==> config.mk <==
export PLATFORM = sky130hd
export DESIGN_NAME = alu_result_collector
export DESIGN_NICKNAME = d
export VERILOG_FILES = /design/src/rtl/alu_result_collector.sv
export SDC_FILE = /design/constraint.sdc
export NUM_CORES = 1
export LEC_CHECK = 0
export CAP_MARGIN = 10
export CORE_ASPECT_RATIO = 2
export CORE_MARGIN = 8
export CORE_UTILIZATION = 56
export CTS_CLUSTER_SIZE = 12
export DETAILED_ROUTE_END_ITERATION = 7
export PLACE_DENSITY_LB_ADDON = 0.15
export SYNTH_ARGS = -nofsm -noshare
export SYNTH_HDL_FRONTEND = slang
export SYNTH_SLANG_ARGS = --single-unit
==> constraint.sdc <==
create_clock -name clock_i -period 8.65 [get_ports clock_i]
set_input_delay 2.1625 -clock clock_i [delete_from_list [all_inputs] [get_ports clock_i]]
set_output_delay 2.1625 -clock clock_i [all_outputs]
set_load 0.01 [all_outputs]
==> src/rtl/alu_result_collector.sv <==
// Tracks ops through the ALU pipeline, captures each result when it is due,
// and queues tagged results in an in-order show-ahead FIFO with issue credit.
module alu_result_collector #(
  parameter int data_width  = 32,
  parameter int op_width    = 3,
  parameter int alu_latency = 2,
  parameter int depth       = 4
) (
  input  logic                      clock_i,
  input  logic                      reset_i,
  input  logic                      issue_i,
  input  logic [op_width-1:0]       issue_op_i,
  input  logic [op_width-1:0]       issue_sel_i,
  input  logic                      issue_arith_i,
  input  logic                      issue_shift_i,
  input  logic [data_width-1:0]     data_out_i,
  output logic                      issue_ok_o,
  output logic                      res_valid_o,
  input  logic                      res_ready_i,
  output logic [data_width-1:0]     res_data_o,
  output logic [op_width-1:0]       res_op_o,
  output logic [op_width-1:0]       res_sel_o,
  output logic                      res_arith_o,
  output logic                      res_shift_o,
  output logic [$clog2(depth):0]    res_count_o,
  output logic                      overflow_err_o
);

  localparam int PW = $clog2(depth);
  localparam int CW = PW + 1;
  localparam int EW = data_width + 2 * op_width + 2;

  logic [alu_latency-1:0] pipe_valid_q;
  logic [op_width-1:0]    pipe_op_q    [alu_latency];
  logic [op_width-1:0]    pipe_sel_q   [alu_latency];
  logic [alu_latency-1:0] pipe_arith_q;
  logic [alu_latency-1:0] pipe_shift_q;

  logic [EW-1:0] mem_q [depth];
  logic [PW-1:0] wr_ptr_q, wr_ptr_d;
  logic [PW-1:0] rd_ptr_q, rd_ptr_d;
  logic [CW-1:0] count_q, count_d;
  logic          overflow_q, overflow_d;

  logic          push, pop, full, do_write;
  logic [31:0]   inflight;
  logic [EW-1:0] wr_entry;

  // Tag pipeline mirrors the ALU latency; the last stage marks a result due now.
  always_ff @(posedge clock_i or posedge reset_i) begin
    if (reset_i) begin
      pipe_valid_q <= '0;
      pipe_arith_q <= '0;
      pipe_shift_q <= '0;
      for (int i = 0; i < alu_latency; i++) begin
        pipe_op_q[i]  <= '0;
        pipe_sel_q[i] <= '0;
      end
    end else begin
      pipe_valid_q[0] <= issue_i;
      pipe_op_q[0]    <= issue_op_i;
      pipe_sel_q[0]   <= issue_sel_i;
      pipe_arith_q[0] <= issue_arith_i;
      pipe_shift_q[0] <= issue_shift_i;
      for (int i = 1; i < alu_latency; i++) begin
        pipe_valid_q[i] <= pipe_valid_q[i-1];
        pipe_op_q[i]    <= pipe_op_q[i-1];
        pipe_sel_q[i]   <= pipe_sel_q[i-1];
        pipe_arith_q[i] <= pipe_arith_q[i-1];
        pipe_shift_q[i] <= pipe_shift_q[i-1];
      end
    end
  end

  assign push     = pipe_valid_q[alu_latency-1];
  assign pop      = res_valid_o && res_ready_i;
  assign full     = (count_q == CW'(depth));
  // A simultaneous pop frees the slot being written, so a full push is still legal.
  assign do_write = push && (!full || pop);
  assign wr_entry = {data_out_i, pipe_op_q[alu_latency-1], pipe_sel_q[alu_latency-1],
                     pipe_arith_q[alu_latency-1], pipe_shift_q[alu_latency-1]};

  always_comb begin
    wr_ptr_d   = wr_ptr_q + PW'(do_write);
    rd_ptr_d   = rd_ptr_q + PW'(pop);
    count_d    = count_q + CW'(do_write) - CW'(pop);
    overflow_d = overflow_q | (push && full && !pop);
  end

  always_ff @(posedge clock_i or posedge reset_i) begin
    if (reset_i) begin
      wr_ptr_q   <= '0;
      rd_ptr_q   <= '0;
      count_q    <= '0;
      overflow_q <= 1'b0;
      for (int i = 0; i < depth; i++) begin
        mem_q[i] <= '0;
      end
    end else begin
      wr_ptr_q   <= wr_ptr_d;
      rd_ptr_q   <= rd_ptr_d;
      count_q    <= count_d;
      overflow_q <= overflow_d;
      if (do_write) begin
        mem_q[wr_ptr_q] <= wr_entry;
      end
    end
  end

  always_comb begin
    inflight = '0;
    for (int i = 0; i < alu_latency; i++) begin
      inflight = inflight + 32'(pipe_valid_q[i]);
    end
  end

  assign issue_ok_o     = (32'(count_q) + inflight) < 32'(depth);
  assign res_valid_o    = (count_q != '0);
  assign res_count_o    = count_q;
  assign overflow_err_o = overflow_q;
  assign {res_data_o, res_op_o, res_sel_o, res_arith_o, res_shift_o} = mem_q[rd_ptr_q];

endmodule

==> results of run 1 <==
registers in the layout, summed over array words and instances, names as in the netlist:
| signal | cells |
|---|---|
| mem_q | 160 |
| pipe_op_q | 6 |
| pipe_sel_q | 6 |
| res_count_o | 3 |
| pipe_arith_q | 2 |
| pipe_shift_q | 2 |
| pipe_valid_q | 2 |
| rd_ptr_q | 2 |
| wr_ptr_q | 2 |
| overflow_err_o | 1 |
final cells by class:
type / count / area, um2 / area share, %
clock inverter: 14 / 138 / 1.44
multi-input combinational: 224 / 3110 / 32.6
clock buffer: 18 / 439 / 4.61
inverter: 5 / 23.8 / 0.249
tap: 189 / 236 / 2.48
timing repair buffer: 94 / 928 / 9.74
sequential: 186 / 4660 / 48.9
worst reg2reg max path: stages, from the launching register on:
cell and delay, ps:
dfrtp_1 460, nor4b_4 190, nor3b_2 730, buf_4 570, mux2_2 410
worst max path at each step:
stage	from	endpoint	slack [ps]	cells after the start
finish	rd_ptr_q[0]	res_data_o[13]	3580	3
global route	rd_ptr_q[0]	res_data_o[10]	3390	3
CTS	rd_ptr_q[0]	res_data_o[13]	3500	3
detailed placement	rd_ptr_q[0]	res_data_o[13]	3960	3
global placement	rd_ptr_q[0]	res_data_o[13]	3960	3
floorplan	reset_i	mem_q[0]	1430	1
per-layer routing:
| layer | wire [um] | vias to the layer above | track usage, % |
|---|---|---|---|
| met2 | 8390 | 87 | 31.2 |
| met4 | 310 | 0 | 6.71 |
| met5 | 0 | - | 0 |
| met3 | 510 | 22 | 4.50 |
| li1 | - | 1800 | - |
| met1 | 6610 | 2264 | 22.6 |
cell families (layout without fill, tap and decap cells):
logic type               after synthesis  count (layout)  share of synthesized area (%)
AO/OA/AOI/OAI                          3               3                          0.251
XOR/XNOR                               3               3                          0.330
adder cells (fa/ha/maj)                7               7                           1.19
buffers and inverters                 32             131                           2.69
flip-flops                           186             186                           58.5
multiplexers                         201             201                           36.0
AND/OR/NAND/NOR                       10              10                           1.12
power by group through the flow:
stage	Sequential, W	Clock [W]	Combinational [W]
2_1_floorplan	0.00144	0	0.00120
3_3_place_gp	0.00156	0	0.00169
3_5_place_dp	0.00160	0	0.00173
4_1_cts	0.00159	0.000773	0.00174
5_1_grt	0.00164	0.000810	0.00183
6_report	0.00158	0.000760	0.00171
through the flow:
stage	setup slack, ps	hold WS, ps	total power (W)	area, um2
global placement	3960	335	0.00325	8950
CTS	3500	349	0.00411	9530
finish	3580	350	0.00405	9530
detailed placement	3960	335	0.00333	8950
global route	3390	352	0.00428	9530
floorplan	1430	331	0.00264	7960
placed cells by master (no fill, tap or decap):
cell type and n:
clkinvlp_4 2, nand2b_1 1, a21oi_1 1, nor3b_2 1, clkbuf_8 1, buf_4 5, inv_6 4, mux2_2 118
or3_1 1, clkbuf_16 17, a21o_1 1, and2_1 1, ha_1 6, bufinv_16 1, clkdlybuf4s50_1 89, dfrtp_2 2
mux2_4 40, and4bb_2 1, mux4_2 40, clkinv_4 2, inv_8 3, or4b_4 1, nand3b_1 1, mux2_1 3
nand2_1 1, o31ai_1 1, clkinv_2 3, dfrtp_1 184, xor2_1 3, nor3_2 1, nor4b_4 1, fa_1 1
inv_1 4
==> impl_results.md, run 1 <==
- Status: completed
- Initial Util: 57.3%
- Die Wd: roughly 100 um
- Max-cap viol count: 0
- Sequential share of the synthesized area: 58.5%
- Post-synthesis instance total: between 400 and 500
- Unrepaired setup endpoints after global routing: no
- DRC violations left: 0
- Minimum clock period: 5070 ps
- Switching Share: a little over 30%
- Synthesized cell area: around 8000 um2
- Final worst path period share: 58.7%
- ANT cells: 0
- Pleak: around 4.1 nW
- Post-DRT Antenna Nets: 0
- Largest net degree at the start of global routing: roughly 110
- Syn Area/Cell: around 18 um2
- Psw: approximately 0.0012 W
- Power Dens Cells: between 400 and 500 nW/um2
- Via/cell ratio: 5.72
- Initial antenna violation count: 0
- Maximum clock rate: 197 MHz
- Crit-path cells: buf_4 -> mux4_2 -> clkdlybuf4s50_1
- RR Startpoint: res_count_o[2]
- CORE AREA: 13,900 um2
- Hold wc startpoint: pipe_arith_q[0]
- PortBufs: 89
- DR pass1 iterations: 4
- Die ar.: ~19,000 um2
- Post-CTS Resized: 0
- DR vias: 4,173
- Gate power share: between 40% and 50%
- Biggest area consumer among synthesized cells: dfrtp_1
- Fillers: between 900 and 1,000
- RePlAce Congestion: 0.736
- First DRT Iteration DRCs: 142
- Clock root buffer: clkbuf_16
- Setup Buffers After CTS: 0
- Post-synth top cells: dfrtp_1, mux2_2, mux2_4, mux4_2, buf_2
- Max-slew headroom: 25.3%
- Fin. Hold Viols: 0
- Inst Count DP: between 600 and 700
- Crit path required time: between 6000 and 7000 ps
- CP max FO: 22
- Layout cell share with drive strength beyond 1: between 40 and 50%
- Final #Nets: around 580
- Worst-margin pin slew: approximately 1100 ps
- Hold Crit Class: reg2reg
- Worst setup EP type: output pin
- GR Overflow Total: 0
- Clock transition at path regs: 70 ps
- First-pass GRT wire length: between 20,000 and 30,000 um
- Worst path arrival time: just under 3000 ps
- Row Count: approximately 60
- Final design utilization: about two thirds
- Total GRT Usage: 18.6%
- P_int: 0.00283 W
- Worst hold path stage count: 0
- Pins Over Slew Limit: 0
- Top Family by Delay on Critical Path: buffers and inverters
- Crit Path Class: reg2out
- Post-synth EDFFs: 0
- Main synth FF type: dfrtp_1
- H-Tree Level Count: 4
- Worst VDD drop: approximately 0.26 mV
- Ys Warns: 0
- Ys async rst share: 100%
- Chip Height: 185 um
- Fin Setup TNS: 0 ps
- Hold-fix buffers at CTS: 0
- Max clock buf depth: 2
- Clk pwr share: around a fifth
- DP Wirelength: between 9000 and 10,000 um
- FF-to-FF setup slack: 6180 ps
- WP buf/inv: 2
- Largest cells by area after synthesis: dfrtp_1, mux2_2, mux4_2, mux2_4, buf_2
- Clk_lat worst skew: ~420 ps
- Worst stage delay on the critical path: 810 ps
- I/O pins: 90
- Fin cells: 730
- Top cell type's share of synthesized area: between 50% and 60%
- Post-Route WL: ~16,000 um
- Area delta synth->final: 19.7%
- Number of buffers created by CTS: 17
- Clock skew: 8.66 ps
- Syn_nets: 493
- Yosys cell types: 27
- CP Launch Type: flip-flop
- Final setup viols: 0
- Max stage delay cell, worst path: dfrtp_2
- Register share of total power: 39.0%
- CTS tree: done
- Reg-to-Reg End: mem_q[25]
- Seq cells post-synth: ~190
- Worst Hold Path EP: pipe_arith_q[1]
- WL per Instance: around 22 um
- Sinks on Clock Net: roughly 190
- Top-count cell post-synth: dfrtp_1
- Vias in the first global route: just under 5,000
- FF-to-FF path depth: 4
Power figures use the tool's default switching activity.
==> run 2: changes to the inputs <==
Clock period 8.65 ns to 5.2 ns, I/O delays scaled along.
==> run 2 against run 1 <==
Final cell count up 0.27%. Clock power up 67%. Worst hold slack about the same. Core utilization up 0.36 points. Flip-flop and latch count unchanged. Sequential share of layout area down 0.26 points. Combinational power up 67%.
==> impl_results.md, run 2 (same netlist as run 1, synthesis figures left out) <==
- Status: completed
- Final worst path period share: 77.9%
- WL per Instance: just over 20 um
- Post-Route WL: 15,200 um
- Total GRT Usage: about 18%
- Final #Nets: 581
- Clock transition at path regs: ~70 ps
- Max clock buf depth: 2
- Pleak: slightly above 4 nW
- Fin Setup TNS: 0 ps
- DR pass1 iterations: 5
- H-Tree Level Count: 4
- Max FFs per register: 160
- Power Dens Cells: 703 nW/um2
- Fillers: 970
- Clock skew: between 10 and 15 ps
- Final setup viols: 0
- Placement Cell Area: ~9000 um2
- Hold-fix buffers at CTS: 0
- Max-slew headroom: a little under a third
- CORE AREA: about 14,000 um2
- I/O pins: 90
- Top flop regs: mem_q: 160 flops, pipe_op_q: 6 flops, pipe_sel_q: 6 flops
- Design area: between 9000 and 10,000 um2
- FF-to-FF setup slack: between 2000 and 3000 ps
- First DRT Iteration DRCs: between 100 and 150
- Worst Hold Path EP: pipe_op_q[1]
- Worst hold path stage count: 0
- Initial Util: between 50% and 60%
- CTS tree: done
- RR Startpoint: res_count_o[1]
- RePlAce Congestion: between 0.7 and 0.8
- Commonest non-fill, non-tap cell in the layout: dfrtp_1
- Minimum clock period: ~4000 ps
- DR vias: between 4,000 and 5,000
- Layout cell share with drive strength beyond 1: 44.6%
- Hold wc startpoint: pipe_op_q[4]
- Initial antenna violation count: 0
- Fin. Hold Viols: 0
- Pins Over Slew Limit: 0
- Die Wd: roughly 100 um
- FF-to-FF path depth: 4
- Unrepaired setup endpoints after global routing: no
- Vias in the first global route: approximately 4,800
- Chip Height: 185 um
- WP buf/inv: 2
- Die ar.: between 15,000 and 20,000 um2
- Fin worst setup slack: around 1200 ps
- Worst path arrival time: ~2800 ps
- Number of buffers created by CTS: 17
- Largest net degree at the start of global routing: between 150 and 200
- Crit Path Class: reg2out
- Reg-to-Reg End: mem_q[95]
- CP max FO: 25
- Area delta synth->final: 20.3%
- DP Wirelength: 9650 um
- Maximum clock rate: between 200 and 250 MHz
- DRC violations left: 0
- Post-CTS Resized: 0
- Top Family by Delay on Critical Path: flip-flops
- Worst setup EP type: output pin
- GR Overflow Total: 0
- Row Count: 61
- Crit path required time: 3900 ps
- First-pass GRT wire length: around 25,000 um
- PortBufs: 89
- Max stage delay cell, worst path: dfrtp_2
- Clk_lat worst skew: roughly 420 ps
- Top reg by flops: mem_q
- ANT cells: 0
- Max-cap viol count: 0
- Worst stage delay on the critical path: about 910 ps
- Setup Buffers After CTS: 0
- Sinks on Clock Net: 186
- Post-DRT Antenna Nets: 0
- Via/cell ratio: 5.63
- CP Launch Type: flip-flop
- Tightest hold margin: roughly 350 ps
- Dpl ws: roughly 1500 ps
- Commonest cells after routing, fill and taps aside: dfrtp_1, mux2_2, clkdlybuf4s50_1
- Worst VDD drop: around 0.46 mV
- Worst-margin pin slew: a little over 1000 ps
- Crit-path cells: buf_4 -> mux4_2 -> clkdlybuf4s50_1
- Hold Crit Class: reg2reg
- Clock root buffer: clkbuf_16
## run 2: cell types whose count changed in the layout (fill, tap and decap cells not counted)
| cell | delta |
|---|---|
| clkinv_4 | -1 |
| buf_4 | -1 |
| clkinvlp_4 | -1 |
| buf_12 | +3 |
| clkinv_2 | -3 |
| clkbuf_1 | +3 |
| inv_6 | +2 |
## run 2: layout make-up
cell class | count | area, um2 | share of cell area [%]
Clock buffer | 21 | 450 | 4.70
Inverter | 5 | 22.5 | 0.235
Multi-Input combinational cell | 224 | 3110 | 32.4
Tap cell | 189 | 236 | 2.47
Clock inverter | 11 | 125 | 1.31
Timing Repair Buffer | 96 | 981 | 10.2
Sequential cell | 186 | 4660 | 48.6
## run 2: per-stage QoR
step | util [%] | instances | total power [W]
after floorplan | - | 442 | 0.00440
after global placement | 64.8 | 700 | 0.00542
after detailed placement | 64.8 | 700 | 0.00555
after CTS | 69.0 | 732 | 0.00684
after global routing | 69.0 | 732 | 0.00711
final | 69.0 | 732 | 0.00674
## run 2: worst register-to-register path, cell delays in order (launching register included)
cell and delay [ps]:
dfrtp_1 520, nor4b_4 120, and4bb_2 680, buf_4 470, mux2_2 410
## run 2: per-layer routing
metal,wire length [um],part of all wire (%),global-route usage (%)
met3,508,3.3,3.89
met4,210,1.4,6.40
met2,8100,53,31.0
met1,6400,42,20.8
met5,0,0,0
## run 2: worst max-delay path by stage
| stage | cells past startpoint | slack [ps] | to | startpoint |
|---|---|---|---|---|
| detailed placement | 3 | 1510 | res_sel_o[1] | rd_ptr_q[0] |
| finish | 3 | 1150 | res_sel_o[1] | rd_ptr_q[0] |
| CTS | 3 | 1040 | res_sel_o[1] | rd_ptr_q[0] |
| global placement | 3 | 1510 | res_sel_o[1] | rd_ptr_q[0] |
| global route | 3 | 970 | res_sel_o[1] | rd_ptr_q[0] |
| floorplan | 1 | 1510 | mem_q[0] | reset_i |
## run 2: power by group
group,switching [W],internal [W]
Combinational,0.000944,0.00190
Sequential,0.000492,0.00213
Clock,0.000573,0.000695
==> run 3: changes to the inputs <==
Settings changed: CORE_UTILIZATION 56 to 51.
Clock period 5.2 ns to 3.3 ns, I/O delays scaled along.
==> run 3 against run 2 <==
Cell area up 0.93%. Die area up 8.6%. Clock power up 54%. Register-to-register slack worse by 1800 ps. Combinational power up 66%. Highest routed layer unchanged. Final cell count up 1.6%. Critical path depth up 2. Via count up 0.19%. Flip-flop and latch count unchanged. Total power up 58%. Sequential power up 52%. Non-clock buffer count up 5.
==> impl_results.md, run 3 (same netlist as run 1, synthesis figures left out) <==
- Number of buffers created by CTS: 17
- Post-DRT Antenna Nets: 0
- Clk pwr share: 18.3%
- Post-CTS Resized: 0
- Final #Nets: around 600
- PortBufs: between 80 and 90
- Sinks on Clock Net: about 190
- Gate power share: 44.3%
- Clock skew: roughly 9.2 ps
- Placement Cell Area: around 9100 um2
- DR vias: 4,127
- Clock root buffer: clkbuf_16
- P_int: approximately 0.0075 W
- Final worst path period share: between 90% and 100%
- Max-cap viol count: 0
- Fin worst setup slack: roughly 130 ps
- Worst path arrival time: 2340 ps
- Fillers: 1,105
- Vias in the first global route: between 4,000 and 5,000
- Commonest cells after routing, fill and taps aside: dfrtp_1, mux2_2, clkdlybuf4s50_1
- Hold wc startpoint: pipe_op_q[4]
- CP Launch Type: flip-flop
- CP max FO: 5
- Largest net degree at the start of global routing: 69
- Hold-fix buffers at CTS: 0
- GRT met1 Usage: about 20%
- GR peak layer: met2
- Chip Height: 193 um
- Setup Buffers After CTS: 0
- Worst hold path stage count: 0
- Crit path required time: 2470 ps
- Reg-to-Reg End: res_count_o[2]
- Final setup viols: 0
- Fin. Hold Viols: 0
- Max clock buf depth: 2
- Max FFs per register: 160
- Max-slew headroom: about three fifths
- FF-to-FF path depth: 8
- Crit Path Class: reg2out
- Worst-margin pin slew: just under 600 ps
- RR Startpoint: res_count_o[1]
- Power Dens Cells: 1100 nW/um2
- CTS tree: done
- CORE AREA: 15,300 um2
- Area delta synth->final: 21.4%
- Worst setup EP type: output pin
- Total power: approximately 0.011 W
- Initial Util: a little over half
- Dpl ws: 329 ps
- Pins Over Slew Limit: 0
- First DRT Iteration DRCs: about 110
- First-pass GRT wire length: between 20,000 and 30,000 um
- Top reg by flops: mem_q
- Clock transition at path regs: 60 ps
- Tightest hold margin: around 350 ps
- Design area: around 9700 um2
- GR Overflow Total: 0
- Layout cell share with drive strength beyond 1: between 40 and 50%
- DRC violations left: 0
- Die ar.: between 20,000 and 25,000 um2
- Worst Hold Path EP: pipe_op_q[1]
- Row Count: 64
- Fin Setup TNS: 0 ps
- Pleak: ~4.1 nW
- Via/cell ratio: 5.55
- RePlAce Congestion: about 0.7
- Post-Route WL: between 15,000 and 20,000 um
- Hold Crit Class: reg2reg
- Commonest non-fill, non-tap cell in the layout: dfrtp_1
- Unrepaired setup endpoints after global routing: no
- Top flop regs: mem_q: 160 flops, pipe_op_q: 6 flops, pipe_sel_q: 6 flops
- DP Wirelength: 10,100 um
- Clk_lat worst skew: about 420 ps
- H-Tree Level Count: 4
- Maximum clock rate: approximately 320 MHz
- DR pass1 iterations: 4
- Minimum clock period: roughly 3200 ps
- ANT cells: 0
- Worst VDD drop: 0.592 mV
- Total GRT Usage: about 17%
- Switching Share: between 20% and 30%
- M3 GR Usage: under 10%
- FF-to-FF setup slack: between 1000 and 1500 ps
- Grt met2 use: between 20% and 30%
- Status: completed
- Psw: approximately 0.0031 W
- I/O pins: 90
- Die Wd: ~100 um
- Initial antenna violation count: 0
- WL per Instance: ~21 um
- Register share of total power: a little under two fifths
-- run 3: worst max-delay path: stages (launching register included) --
cell and delay, ps:
dfrtp_1 450, ha_1 320, a21oi_1 160, mux2_2 350
o31ai_1 70, clkdlybuf4s50_1 590
-- run 3: worst max-delay path by stage --
| stage | from | to | slack (ps) | cells past startpoint |
|---|---|---|---|---|
| 3_5_place_dp | res_ready_i | res_count_o[2] | 330 | 9 |
| 4_1_cts | res_count_o[0] | issue_ok_o | 90 | 5 |
| 2_1_floorplan | reset_i | mem_q[0] | 80 | 1 |
| 3_3_place_gp | res_ready_i | res_count_o[2] | 340 | 9 |
| 6_report | res_count_o[0] | issue_ok_o | 130 | 5 |
| 5_1_grt | res_count_o[0] | issue_ok_o | 50 | 5 |
-- run 3: cell type report --
class | count | area [um2] | share of cell area (%)
Clock buffer | 24 | 502 | 5.19
Clock inverter | 6 | 63.8 | 0.660
Inverter | 5 | 22.5 | 0.233
Multi-Input combinational cell | 224 | 3110 | 32.1
Sequential cell | 186 | 4660 | 48.2
Tap cell | 198 | 248 | 2.56
Timing Repair Buffer | 101 | 1070 | 11.1
-- run 3: stage by stage --
| step | std cells | util, % |
|---|---|---|
| final | 744 | 63.2 |
| after global routing | 744 | 63.2 |
| after CTS | 744 | 63.2 |
| after detailed placement | 714 | 59.5 |
| after global placement | 714 | 59.5 |
| after floorplan | 442 | - |
-- run 3: metal layers --
metal | up-vias | part of all wire [%]
met4 | 0 | 1.7
met5 | - | 0
met1 | 2224 | 41
met3 | 20 | 3.7
met2 | 73 | 54
li1 | 1810 | -
-- run 3: power by group through the flow --
stage	clock network (W)	registers (W)	logic, W
2_1_floorplan	0	0.00378	0.00315
3_3_place_gp	0	0.00393	0.00473
3_5_place_dp	0	0.00402	0.00482
4_1_cts	0.00199	0.00400	0.00484
5_1_grt	0.00207	0.00414	0.00508
6_report	0.00195	0.00399	0.00472
==> RTL edit (config.mk and constraints of run 2) <==
Reset style: synchronous (`reset_i`), changed in 2 clocked blocks.
--- a/src/rtl/alu_result_collector.sv
+++ b/src/rtl/alu_result_collector.sv
@@ -47,7 +47,7 @@
   logic [EW-1:0] wr_entry;
 
   // Tag pipeline mirrors the ALU latency; the last stage marks a result due now.
-  always_ff @(posedge clock_i or posedge reset_i) begin
+  always_ff @(posedge clock_i) begin
     if (reset_i) begin
       pipe_valid_q <= '0;
       pipe_arith_q <= '0;
@@ -87,7 +87,7 @@
     overflow_d = overflow_q | (push && full && !pop);
   end
 
-  always_ff @(posedge clock_i or posedge reset_i) begin
+  always_ff @(posedge clock_i) begin
     if (reset_i) begin
       wr_ptr_q   <= '0;
       rd_ptr_q   <= '0;
Check against the original RTL: differs if reset_i is asserted again (counterexample within 4 cycles, from zero or initial values and one cycle with reset_i high); with reset_i held inactive, the same outputs for 10 cycles.
==> RTL edit against run 2 <==
Count of clock-buffer cells in the layout shrank 4. Setup slack improved by 0.25 ns. Sequential cell count is the same. Routed wire length decreased by 4.5%. Cell area shrank 1.4%. Area after synthesis shrank 2.4%. Synthesized cell count grew 7.2%. First-iteration DRC count rose by 19%.
Power is not compared: it rests on default switching activity, and its combinational part moved more than twofold at a synthesized area within 25%.
==> RTL edit: results (changes against run 2) <==
Commonest cells post-synth and2_1, edfxtp_1, mux4_2, dfxtp_1, clkbuf_1; Tmin final 3.80 ns (-0.247 ns); Clock buf/inv share 0.0628 (+0.00269); clk_skew 0.0102 ns (-0.000241 ns); worst r2r src res_count_o[1]$_SDFF_PP0_; Non-Filler Instances 734 (+0.27%); Multi-input comb cells 256 (+14%); Die Area 18100 sq um (-2.1%); met3 GRT Util 0.0412 (+0.00229); DR WL met2 7770 microns (-4.1%); Multi-input gate area 2340 sq um (-25%); outcome finished, final reports clean; vias in the first global route 4356 (-8.9%); Syn Nets 525 (+6.5%); met2 usage in global routing 0.293 (-0.0167); Post-synth EDFFs 160 (+160); Hold Path End pipe_arith_q[1]$_SDFF_PP0_; Slowest-stage cell, CP dfxtp_2; synth top area cells edfxtp_1, and2_1, mux4_2; Slew headroom 0.229 (-0.0851); worst hold stages 1 (+1); CP peak stage delay 1.10 ns (+0.19 ns); Placed Area 8860 sq um (-1.7%); DR vias/cell 5.53 (-1.7%); GRT Overall Usage 0.168 (-0.00933); Total Wirelength 14500 microns (-4.5%); share of cells above drive strength 1 0.163 (-0.283); worst hold path startpoint pipe_arith_q[0]$_SDFF_PP0_; inverters 3 (-2); largest net degree at the start of global routing 42 (-78%)
## RTL edit: cell count changes in the layout (fill, tap and decap cells not counted), sizes merged, moves of 4 or more
cell and change:
nor2 +7, buf +4, dfrtp -186, mux2 -161
edfxtp +160, nor2b +21, clkbuf -4, dfxtp +26
clkinv +5, and2 +160
## RTL edit: logic make-up (layout without fill, tap and decap cells)
kind of cell | Yosys count | in the layout | synth area share
AOI/OAI and AO/OA | 4 | 4 | 0.00354
xor gates and xnor gates | 3 | 3 | 0.00338
adders and majority gates | 7 | 7 | 0.0122
buffers and inverters | 32 | 135 | 0.0163
DFF | 186 | 186 | 0.685
muxes | 40 | 40 | 0.116
and+or+nand+nor | 202 | 202 | 0.163
## RTL edit: worst max-delay path: cells and delay by family, from the launching register on
family	cells	cell delay, ns
buf+inv	1	0.55
flops	1	1.10
mux	1	0.41
## RTL edit: report_power, final
group          switching (mW)  internal, mW  total, mW
clock network           0.607         0.648       1.26
logic                   0.237         0.467      0.704
registers               0.145          1.69       1.84
